File: src/rtl/cpu_pkg.sv
// Shared types, opcode map and helpers for the 16-bit CPU instruction sequencer.
package cpu_pkg;

    typedef enum logic [3:0] {
        IDLE   = 4'd0,
        FETCH  = 4'd1,
        DECODE = 4'd2,
        OP1    = 4'd3,
        OP2    = 4'd4,
        EXEC   = 4'd5,
        WB     = 4'd6,
        HALTED = 4'd7,
        FAULT  = 4'd8
    } state_t;

    typedef enum logic [2:0] {
        CLS_NOP   = 3'd0,
        CLS_ADDR  = 3'd1,
        CLS_ARITH = 3'd2,
        CLS_LOGIC = 3'd3,
        CLS_JMP   = 3'd4,
        CLS_HALT  = 3'd5
    } op_class_t;

    localparam logic [3:0] OP_NOP  = 4'h0;
    localparam logic [3:0] OP_MOV  = 4'h3;
    localparam logic [3:0] OP_NOT  = 4'hD;
    localparam logic [3:0] OP_JMP  = 4'hE;
    localparam logic [3:0] OP_HALT = 4'hF;

    localparam logic [1:0] ALU_ADDR  = 2'b00;
    localparam logic [1:0] ALU_ARITH = 2'b01;
    localparam logic [1:0] ALU_LOGIC = 2'b10;
    localparam logic [1:0] ALU_IDLE  = 2'b11;

    // Unary instructions read a single source operand and skip OP2.
    function automatic logic is_unary(input logic [3:0] op);
        return (op == OP_MOV) || (op == OP_NOT);
    endfunction

    function automatic op_class_t op_class(input logic [3:0] op);
        op_class_t cls;
        case (op)
            4'h0:                      cls = CLS_NOP;
            4'h1, 4'h2, 4'h3:          cls = CLS_ADDR;
            4'h4, 4'h5, 4'h6,
            4'h7, 4'h8, 4'h9:          cls = CLS_ARITH;
            4'hA, 4'hB, 4'hC, 4'hD:    cls = CLS_LOGIC;
            4'hE:                      cls = CLS_JMP;
            4'hF:                      cls = CLS_HALT;
            default:                   cls = CLS_NOP;
        endcase
        return cls;
    endfunction

endpackage

File: src/rtl/cpu_seq_decode.sv
// Combinational map from sequencer state (plus the instruction opcode) to
// datapath strobes and ALU mode. The only dependence on a live handshake
// input is ins_load, which follows mem_ack while fetching.
module cpu_seq_decode
    import cpu_pkg::*;
(
    input  state_t     state,
    input  logic [3:0] opcode,
    input  logic       mem_ack,
    output logic       mem_req,
    output logic       ins_load,
    output logic       op1_load,
    output logic       op2_load,
    output logic [1:0] alu_ot,
    output logic       pc_load,
    output logic       pc_inc,
    output logic       reg_load,
    output logic       halted
);

    // Per-state strobe decode; everything idles unless a state claims it.
    always_comb begin
        mem_req  = 1'b0;
        ins_load = 1'b0;
        op1_load = 1'b0;
        op2_load = 1'b0;
        alu_ot   = ALU_IDLE;
        pc_load  = 1'b0;
        pc_inc   = 1'b0;
        reg_load = 1'b0;
        halted   = 1'b0;
        case (state)
            FETCH: begin
                mem_req  = 1'b1;
                ins_load = mem_ack;
            end
            DECODE: begin
                // NOP retires straight out of DECODE, so it advances the PC here.
                pc_inc = (op_class(opcode) == CLS_NOP);
            end
            OP1: begin
                op1_load = 1'b1;
            end
            OP2: begin
                op2_load = 1'b1;
            end
            EXEC: begin
                case (op_class(opcode))
                    CLS_ADDR:  alu_ot = ALU_ADDR;
                    CLS_ARITH: alu_ot = ALU_ARITH;
                    CLS_LOGIC: alu_ot = ALU_LOGIC;
                    CLS_JMP: begin
                        alu_ot  = ALU_ADDR;
                        pc_load = 1'b1;
                    end
                    default:   alu_ot = ALU_IDLE;
                endcase
            end
            WB: begin
                reg_load = 1'b1;
                pc_inc   = 1'b1;
            end
            HALTED: begin
                halted = 1'b1;
            end
            default: begin
                mem_req = 1'b0;
            end
        endcase
    end

endmodule

File: src/rtl/cpu_sequencer.sv
// Multi-cycle instruction sequencer: FETCH/DECODE/OP1/OP2/EXEC/WB walk,
// retired-instruction counter and optional fetch timeout.
// Optional feature macro: SEQ_TIMEOUT_EN (fetch-wait timeout to FAULT state).
module cpu_sequencer
    import cpu_pkg::*;
#(
    parameter int CNT_W          = 16,
    parameter int TIMEOUT_CYCLES = 15
)(
    input  logic             clk,
    input  logic             rst_n,
    input  logic             run,
    input  logic [3:0]       opcode,
    input  logic             mem_ack,
    output logic             mem_req,
    output logic             ins_load,
    output logic             op1_load,
    output logic             op2_load,
    output logic [1:0]       alu_ot,
    output logic             pc_load,
    output logic             pc_inc,
    output logic             reg_load,
    output logic             halted,
    output logic             fault,
    output logic [CNT_W-1:0] instr_count
);

    state_t           state_r;
    state_t           state_nx_s;
    logic [3:0]       op_r;
    logic [3:0]       dec_op_s;
    logic             retire_s;
    logic             timeout_s;
    logic [CNT_W-1:0] cnt_r;

`ifdef SEQ_TIMEOUT_EN
    localparam int TMO_W = $clog2(TIMEOUT_CYCLES + 1);
    logic [TMO_W-1:0] tmo_r;

    // Fetch-wait counter: cleared outside FETCH, counts unacknowledged FETCH cycles.
    always_ff @(posedge clk) begin
        if (!rst_n) begin
            tmo_r <= {TMO_W{1'b0}};
        end else if (state_r != FETCH) begin
            tmo_r <= {TMO_W{1'b0}};
        end else if (!mem_ack) begin
            tmo_r <= tmo_r + TMO_W'(1);
        end else begin
            tmo_r <= tmo_r;
        end
    end

    // The limit is reached on the cycle the counter would hit TIMEOUT_CYCLES;
    // an ack in that same cycle takes priority.
    assign timeout_s = (tmo_r == TMO_W'(TIMEOUT_CYCLES - 1)) && !mem_ack;
    assign fault     = (state_r == FAULT);
`else
    assign timeout_s = 1'b0;
    assign fault     = 1'b0;
`endif

    // State register.
    always_ff @(posedge clk) begin
        if (!rst_n) begin
            state_r <= IDLE;
        end else begin
            state_r <= state_nx_s;
        end
    end

    // Hold the opcode seen in DECODE so later phases do not depend on the live input.
    always_ff @(posedge clk) begin
        if (!rst_n) begin
            op_r <= 4'h0;
        end else if (state_r == DECODE) begin
            op_r <= opcode;
        end else begin
            op_r <= op_r;
        end
    end

    // Retired-instruction counter, wraps modulo 2^CNT_W.
    always_ff @(posedge clk) begin
        if (!rst_n) begin
            cnt_r <= {CNT_W{1'b0}};
        end else if (retire_s) begin
            cnt_r <= cnt_r + CNT_W'(1);
        end else begin
            cnt_r <= cnt_r;
        end
    end

    // Next-state and retire decision.
    always_comb begin
        state_nx_s = state_r;
        retire_s   = 1'b0;
        case (state_r)
            IDLE: begin
                state_nx_s = run ? FETCH : IDLE;
            end
            FETCH: begin
                if (mem_ack) begin
                    state_nx_s = DECODE;
                end else if (timeout_s) begin
                    state_nx_s = FAULT;
                end else begin
                    state_nx_s = FETCH;
                end
            end
            DECODE: begin
                case (op_class(opcode))
                    CLS_NOP: begin
                        state_nx_s = FETCH;
                        retire_s   = 1'b1;
                    end
                    CLS_HALT: begin
                        state_nx_s = HALTED;
                        retire_s   = 1'b1;
                    end
                    default: state_nx_s = OP1;
                endcase
            end
            OP1: begin
                if ((op_class(op_r) == CLS_JMP) || is_unary(op_r)) begin
                    state_nx_s = EXEC;
                end else begin
                    state_nx_s = OP2;
                end
            end
            OP2: begin
                state_nx_s = EXEC;
            end
            EXEC: begin
                if (op_class(op_r) == CLS_JMP) begin
                    state_nx_s = FETCH;
                    retire_s   = 1'b1;
                end else begin
                    state_nx_s = WB;
                end
            end
            WB: begin
                state_nx_s = FETCH;
                retire_s   = 1'b1;
            end
            HALTED: begin
                state_nx_s = HALTED;
            end
            FAULT: begin
                state_nx_s = FAULT;
            end
            default: begin
                state_nx_s = IDLE;
            end
        endcase
    end

    // DECODE looks at the live instruction register; later phases use the held copy.
    assign dec_op_s    = (state_r == DECODE) ? opcode : op_r;
    assign instr_count = cnt_r;

    cpu_seq_decode u_decode (
        .state    (state_r),
        .opcode   (dec_op_s),
        .mem_ack  (mem_ack),
        .mem_req  (mem_req),
        .ins_load (ins_load),
        .op1_load (op1_load),
        .op2_load (op2_load),
        .alu_ot   (alu_ot),
        .pc_load  (pc_load),
        .pc_inc   (pc_inc),
        .reg_load (reg_load),
        .halted   (halted)
    );

endmodule
File: config.mk
export PLATFORM = sky130hd
export DESIGN_NAME = cpu_sequencer
export DESIGN_NICKNAME = d
export VERILOG_FILES = /design/src/rtl/cpu_pkg.sv /design/src/rtl/cpu_seq_decode.sv /design/src/rtl/cpu_sequencer.sv
export SDC_FILE = /design/constraint.sdc
export NUM_CORES = 1
export LEC_CHECK = 0
export ABC_AREA = 0
export BUFFER_PORTS_ARGS = -buffer_cell sky130_fd_sc_hd__buf_2
export CAP_MARGIN = 0
export CORE_UTILIZATION = 35
export CTS_CLUSTER_DIAMETER = 30
export DETAILED_ROUTE_END_ITERATION = 10
export PLACE_DENSITY = 0.67
export SLEW_MARGIN = 20
export SYNTH_ARGS = -nofsm -noshare
export SYNTH_HDL_FRONTEND = slang
export SYNTH_HIERARCHICAL = 1
export SYNTH_SLANG_ARGS = --single-unit
File: constraint.sdc
create_clock -name clk -period 4.3 [get_ports clk]
set_clock_uncertainty 0.15 [all_clocks]
set_input_delay 0.645 -clock clk [delete_from_list [all_inputs] [get_ports clk]]
set_output_delay 0.645 -clock clk [all_outputs]
set_load 0.03 [all_outputs]
==> results.py, run 1 <==
metrics = {
    "synthesis": {
        "synth_area_leaders": "dfxtp_1 31%, mux2i_1 11%, nand2b_1 6.8%, nand2_1 6.3%, nor2_1 3.0%",
        "yosysTopAreaCellShare_pct": 31.15,
        "synthArstFlopShare_pct": 0,
        "synthesis.area_mm2": 0.001735,
        "synth_top_area_cell": "dfxtp_1",
        "yosys_warnings": 6,
        "ys.flop_type": "dfxtp_1",
        "synthCells": 210,
        "ys_ff_latch": 27,
        "syn_area_per_cell_um2": 8.264,
        "synth-seq-area-share_pct": 31.15,
        "synth_nets": 219,
        "yosysUniqueCellTypes": 51,
        "synth_edf_count": 0,
    },
    "die": {
        "fp.dieW_um": 72.42,
        "die_area_mm2": 0.005244,
        "die-height_um": 72.42,
        "start_util_pct": 36.50,
        "io-pin-count": 35,
        "core_mm2": 0.004755,
        "rows": 25,
    },
    "setup_path": {
        "reg2reg_depth": 4,
        "cp-endpoint": "pc_inc",
        "r2r_start": "state_r[1]",
        "critPathMaxFanout": 15,
        "cp.required_ns": 3.50,
        "worstSetupPathType": "reg2out",
        "cp-end-kind": "output pin",
        "rrSetupSlack_ns": 1.74,
        "reg2reg_to": "instr_count[10]",
        "critical_path_arrival_ns": 2.96,
        "crit_start": "state_r[1]",
        "crit_path_start_kind": "flop",
    },
    "cts": {
        "cts_tree": "done",
        "clock_latency_ns": 0.28,
        "cts.sinks": 27,
        "clockBufferDepth": 2,
        "path_clk_slew_ns": 0.10,
        "htreeDepth": 1,
        "cts_buffers": 3,
        "postCtsHoldBufs": 0,
        "cts_root_buffer": "clkbuf_8",
        "cts_setup_buffers": 0,
        "ctsResizeCount": 0,
    },
    "place": {
        "post_dp_cell_area_mm2": 0.001934,
        "place_ws_ns": 0.8323,
        "dp_hpwl_um": 2584,
        "dp.cells": 301,
        "gp_congestion": 0.8667,
        "port_buffers": 33,
    },
    "timing": {
        "maxSlewHeadroom_pct": 45.15,
        "setup_viol": 0,
        "fmax_mhz": 266.4,
        "fin_crit_sh_pct": 87.31,
        "rsz0062_at_grt": "no",
        "tightest_slew_ns": 0.8228,
        "fin_crit_ns": 3.754,
        "setup_ws_ns": 0.5455,
        "fin_hold_ws_ns": 0.3199,
        "final.setup.tns_ns": 0,
        "finalHoldViolCount": 0,
        "drv_slew": 0,
    },
    "grt": {
        "grt_max_degree": 33,
        "grt-ovfl-total": 0,
        "grtUsageTotal_pct": 13.96,
        "first_global_vias": 1319,
        "grt_pass1_wl_um": 5934,
        "antenna_found_initial": 0,
    },
    "finish": {
        "fillCellCount": 493,
        "final_cell_area_mm2": 0.001983,
        "layout_commonest_cell": "buf_2",
        "fin_nets": 248,
        "final_cells": 305,
        "syn_to_final_growth_pct": 14.28,
        "mostFrequentLayoutCells": "33 x buf_2, 29 x nand2_1, 27 x dfxtp_1",
        "fin_util_pct": 41.71,
        "drive_gt1_share_pct": 21.85,
        "diodes": 0,
    },
    "routing": {
        "ant_nets": 0,
        "drc": 0,
        "drtPass1Iterations": 4,
        "drt_iter0_markers": 91,
        "num_vias": 1577,
        "totalWireLength_um": 3576,
        "vias_per_cell": 5.170,
        "wl_per_cell_um": 11.72,
    },
    "flow_run": {
        "maxCapViolCount": 0,
    },
    "power_and_ir_drop": {
        "ir_worst_vdd_mv": 0.1204,
        "powerDensity_mw_per_mm2": 270.1,
        "p_leak_nw": 0.7369,
        "p_total_mw": 0.5357,
    },
    "hold_path": {
        "hp-class": "reg2reg",
    },
    "outcome": {
        "status": "finished clean",
    },
}
## worst max-delay path, cell delays in order, from the launching register on
cell and delay, ns:
dfxtp_1 0.63, nor4b_4 0.60, mux2i_1 0.49, inv_1 0.18, nor4_1 0.37, nor2_1 0.07
nor3_1 0.13, buf_2 0.22
## final cells by class
type / count / area [um2] / share of cell area (%)
clock buffers: 3 / 41.29 / 2.082
clock inverters: 1 / 7.507 / 0.3785
inverters: 8 / 30.03 / 1.514
multi-input cells: 166 / 1115 / 56.21
flip-flops and latches: 27 / 540.5 / 27.26
well taps: 67 / 83.83 / 4.227
repair buffers: 33 / 165.2 / 8.328
## report_power, final
group          switching, mW  total, mW  internal [mW]
registers             0.0215      0.281          0.259
clock network         0.0830      0.149         0.0659
logic                 0.0628      0.106         0.0433
total                  0.167      0.536          0.368
## synth_stat cells, types with 2 or more instances
master	number
a2111oi_2	3
a211oi_1	3
a211oi_2	4
a21oi_1	9
and2_1	2
and3_1	2
and4_1	3
buf_4	4
clkbuf_1	4
dfxtp_1	27
inv_1	7
mux2i_1	19
nand2_1	29
nand2b_1	19
nand3_1	7
nand4_1	4
nor2_1	14
nor2b_1	2
nor3_1	7
nor4_1	3
o211ai_1	2
o21ai_0	6
xnor2_1	2
## worst min path at each step
stage,slack [ns],cells past startpoint,to,from
after floorplan,0.35,2,op_r[0],op_r[0]
after global placement,0.30,2,instr_count[15],instr_count[15]
after detailed placement,0.31,2,instr_count[15],instr_count[15]
after CTS,0.32,2,instr_count[15],instr_count[15]
after global routing,0.34,2,instr_count[15],instr_count[15]
final,0.32,2,instr_count[15],instr_count[15]
## routing by layer
metal	wire length, um	part of all wire (%)	global-route usage (%)	vias to the layer above
met1	1765	49	19.54	735
met5	0	0	0	-
met2	1650	46	22.53	33
li1	-	-	-	803
met3	118	3.3	1.667	6
met4	40	1.1	3.922	0
## kinds of logic (layout without fill, tap and decap cells)
| logic type | count (synthesis) | after routing | share of synthesized area [%] |
|---|---|---|---|
| fa+ha+maj | 1 | 1 | 0.7209 |
| compound gates | 40 | 40 | 17.66 |
| buf+inv | 17 | 45 | 4.614 |
| other cells | 1 | 1 | 0.2161 |
| flops | 27 | 27 | 31.15 |
| mux | 20 | 20 | 11.61 |
| xor+xnor | 3 | 3 | 1.514 |
| simple gates | 101 | 101 | 32.52 |
No activity file was read; power rests on OpenSTA's default activity.
==> run 2, diff against run 1 <==
- CORE_ASPECT_RATIO: default -> 1.4
==> results.py, run 2 (synthesized netlist as in run 1, its figures left out) <==
metrics = {
    "outcome": {
        "status": "finished clean",
    },
    "setup_path": {
        "reg2reg_depth": 4,
        "slowest_delay_ns": 0.62,
        "critPathSlowestCell": "dfxtp_1",
        "rrSetupSlack_ns": 1.77,
        "path_cells": "nor4b_4 -> mux2i_1 -> inv_1 -> nor4_1 -> nor2_1 -> nor3_1 -> buf_2",
        "cp.required_ns": 3.50,
        "crit_path_start_kind": "flop",
        "worstSetupPathType": "reg2out",
        "critPathMaxFanout": 15,
        "cp-end-kind": "output pin",
        "r2r_start": "state_r[1]",
        "reg2reg_to": "instr_count[14]",
        "critical_path_arrival_ns": 2.93,
    },
    "place": {
        "gp_congestion": 0.8174,
        "dp_hpwl_um": 2597,
        "port_buffers": 33,
        "dp.cells": 296,
    },
    "cts": {
        "clock_latency_ns": 0.27,
        "cts_setup_buffers": 0,
        "path_clk_slew_ns": 0.09,
        "clockBufferDepth": 2,
        "cts_root_buffer": "clkbuf_8",
        "cts_tree": "done",
        "htreeDepth": 1,
        "ctsResizeCount": 0,
        "postCtsHoldBufs": 0,
        "cts.sinks": 27,
        "cts_buffers": 3,
    },
    "hold_path": {
        "hold_depth": 2,
        "whs_endpoint": "instr_count[15]",
        "worstHoldStart": "instr_count[15]",
        "hp-class": "reg2reg",
    },
    "timing": {
        "setup_viol": 0,
        "tightest_slew_ns": 0.8028,
        "rsz0062_at_grt": "no",
        "fin_crit_sh_pct": 86.64,
        "drv_slew": 0,
        "finalHoldViolCount": 0,
        "maxSlewHeadroom_pct": 46.48,
        "fin_hold_ws_ns": 0.3231,
        "fmax_mhz": 268.4,
        "fin_crit_ns": 3.726,
        "final.setup.tns_ns": 0,
    },
    "die": {
        "rows": 29,
        "io-pin-count": 35,
        "start_util_pct": 37.37,
        "core_mm2": 0.004644,
        "die-height_um": 85.32,
        "fp.dieW_um": 61.51,
        "die_area_mm2": 0.005248,
    },
    "power_and_ir_drop": {
        "ir_worst_vdd_mv": 0.1283,
        "switchingPower_mw": 0.1586,
        "internal_power_mw": 0.3687,
        "p_leak_nw": 0.7380,
        "p_seq_share_pct": 53.1,
        "share_comb_of_total_power_pct": 20.1,
        "powerDensity_mw_per_mm2": 267.2,
        "p_sw_share_pct": 30.07,
        "power_frac_clock_pct": 26.7,
    },
    "routing": {
        "drt_iter0_markers": 51,
        "ant_nets": 0,
        "wl_per_cell_um": 11.76,
        "drc": 0,
        "num_vias": 1553,
        "drtPass1Iterations": 4,
        "vias_per_cell": 5.177,
        "totalWireLength_um": 3529,
    },
    "finish": {
        "drive_gt1_share_pct": 21.43,
        "diodes": 0,
        "final_cells": 300,
        "fillCellCount": 515,
        "fin_nets": 248,
        "layout_commonest_cell": "buf_2",
        "fin_util_pct": 42.48,
        "syn_to_final_growth_pct": 13.70,
        "mostFrequentLayoutCells": "33 x buf_2, 29 x nand2_1, 27 x dfxtp_1",
    },
    "grt": {
        "grt-ovfl-total": 0,
        "first_global_vias": 1324,
        "antenna_found_initial": 0,
        "grtUsageTotal_pct": 14.09,
        "grt_pass1_wl_um": 5761,
        "grt_max_degree": 33,
    },
    "flow_run": {
        "maxCapViolCount": 0,
    },
}
-- run 2: cell count changes in the layout (fill, tap and decap cells not counted) --
| cell | delta |
|---|---|
| clkinvlp_4 | -1 |
| clkbuf_1 | +1 |
-- run 2: layout make-up --
class / instances / area [um2] / area share [%]
Multi-Input combinational cell: 166 / 1115 / 56.50
Sequential cell: 27 / 540.5 / 27.39
Timing Repair Buffer: 33 / 165.2 / 8.370
Tap cell: 62 / 77.57 / 3.932
Clock buffer: 4 / 45.04 / 2.283
Inverter: 8 / 30.03 / 1.522
-- run 2: power by group through the flow --
| stage | sequential [mW] | combinational, mW | clock (mW) |
|---|---|---|---|
| 3_5_place_dp | 0.286 | 0.106 | 0 |
| 5_1_grt | 0.283 | 0.119 | 0.157 |
| 2_1_floorplan | 0.275 | 0.0972 | 0 |
| 3_3_place_gp | 0.286 | 0.105 | 0 |
| 6_report | 0.280 | 0.106 | 0.141 |
| 4_1_cts | 0.280 | 0.107 | 0.145 |
-- run 2: worst max path at each step --
stage | startpoint | endpoint
floorplan | state_r[1] | pc_inc
global placement | state_r[1] | pc_inc
detailed placement | state_r[1] | pc_inc
CTS | state_r[1] | pc_inc
global route | state_r[1] | pc_inc
finish | state_r[1] | pc_inc
-- run 2: per-stage QoR --
stage,cell area [um2],setup slack (ns),power (mW)
2_1_floorplan,1735,0.8949,0.3719
5_1_grt,1973,0.3240,0.5589
4_1_cts,1973,0.5917,0.5317
3_3_place_gp,1928,0.9372,0.3910
6_report,1973,0.5743,0.5273
3_5_place_dp,1928,0.9121,0.3920
-- run 2: routing by layer --
metal	track usage, %	wire length (um)	vias to the layer above
met4	4.848	41	0
met1	18.05	1647	710
met5	0	0	-
li1	-	-	805
met3	1.524	139	4
met2	23.75	1701	34
-- run 2: critical path: cells and delay by family, from the launching register on --
family	cells	cell delay, ns
buffers and inverters	2	0.39
flip-flops	1	0.62
multiplexers	1	0.50
AND/OR/NAND/NOR	4	1.16
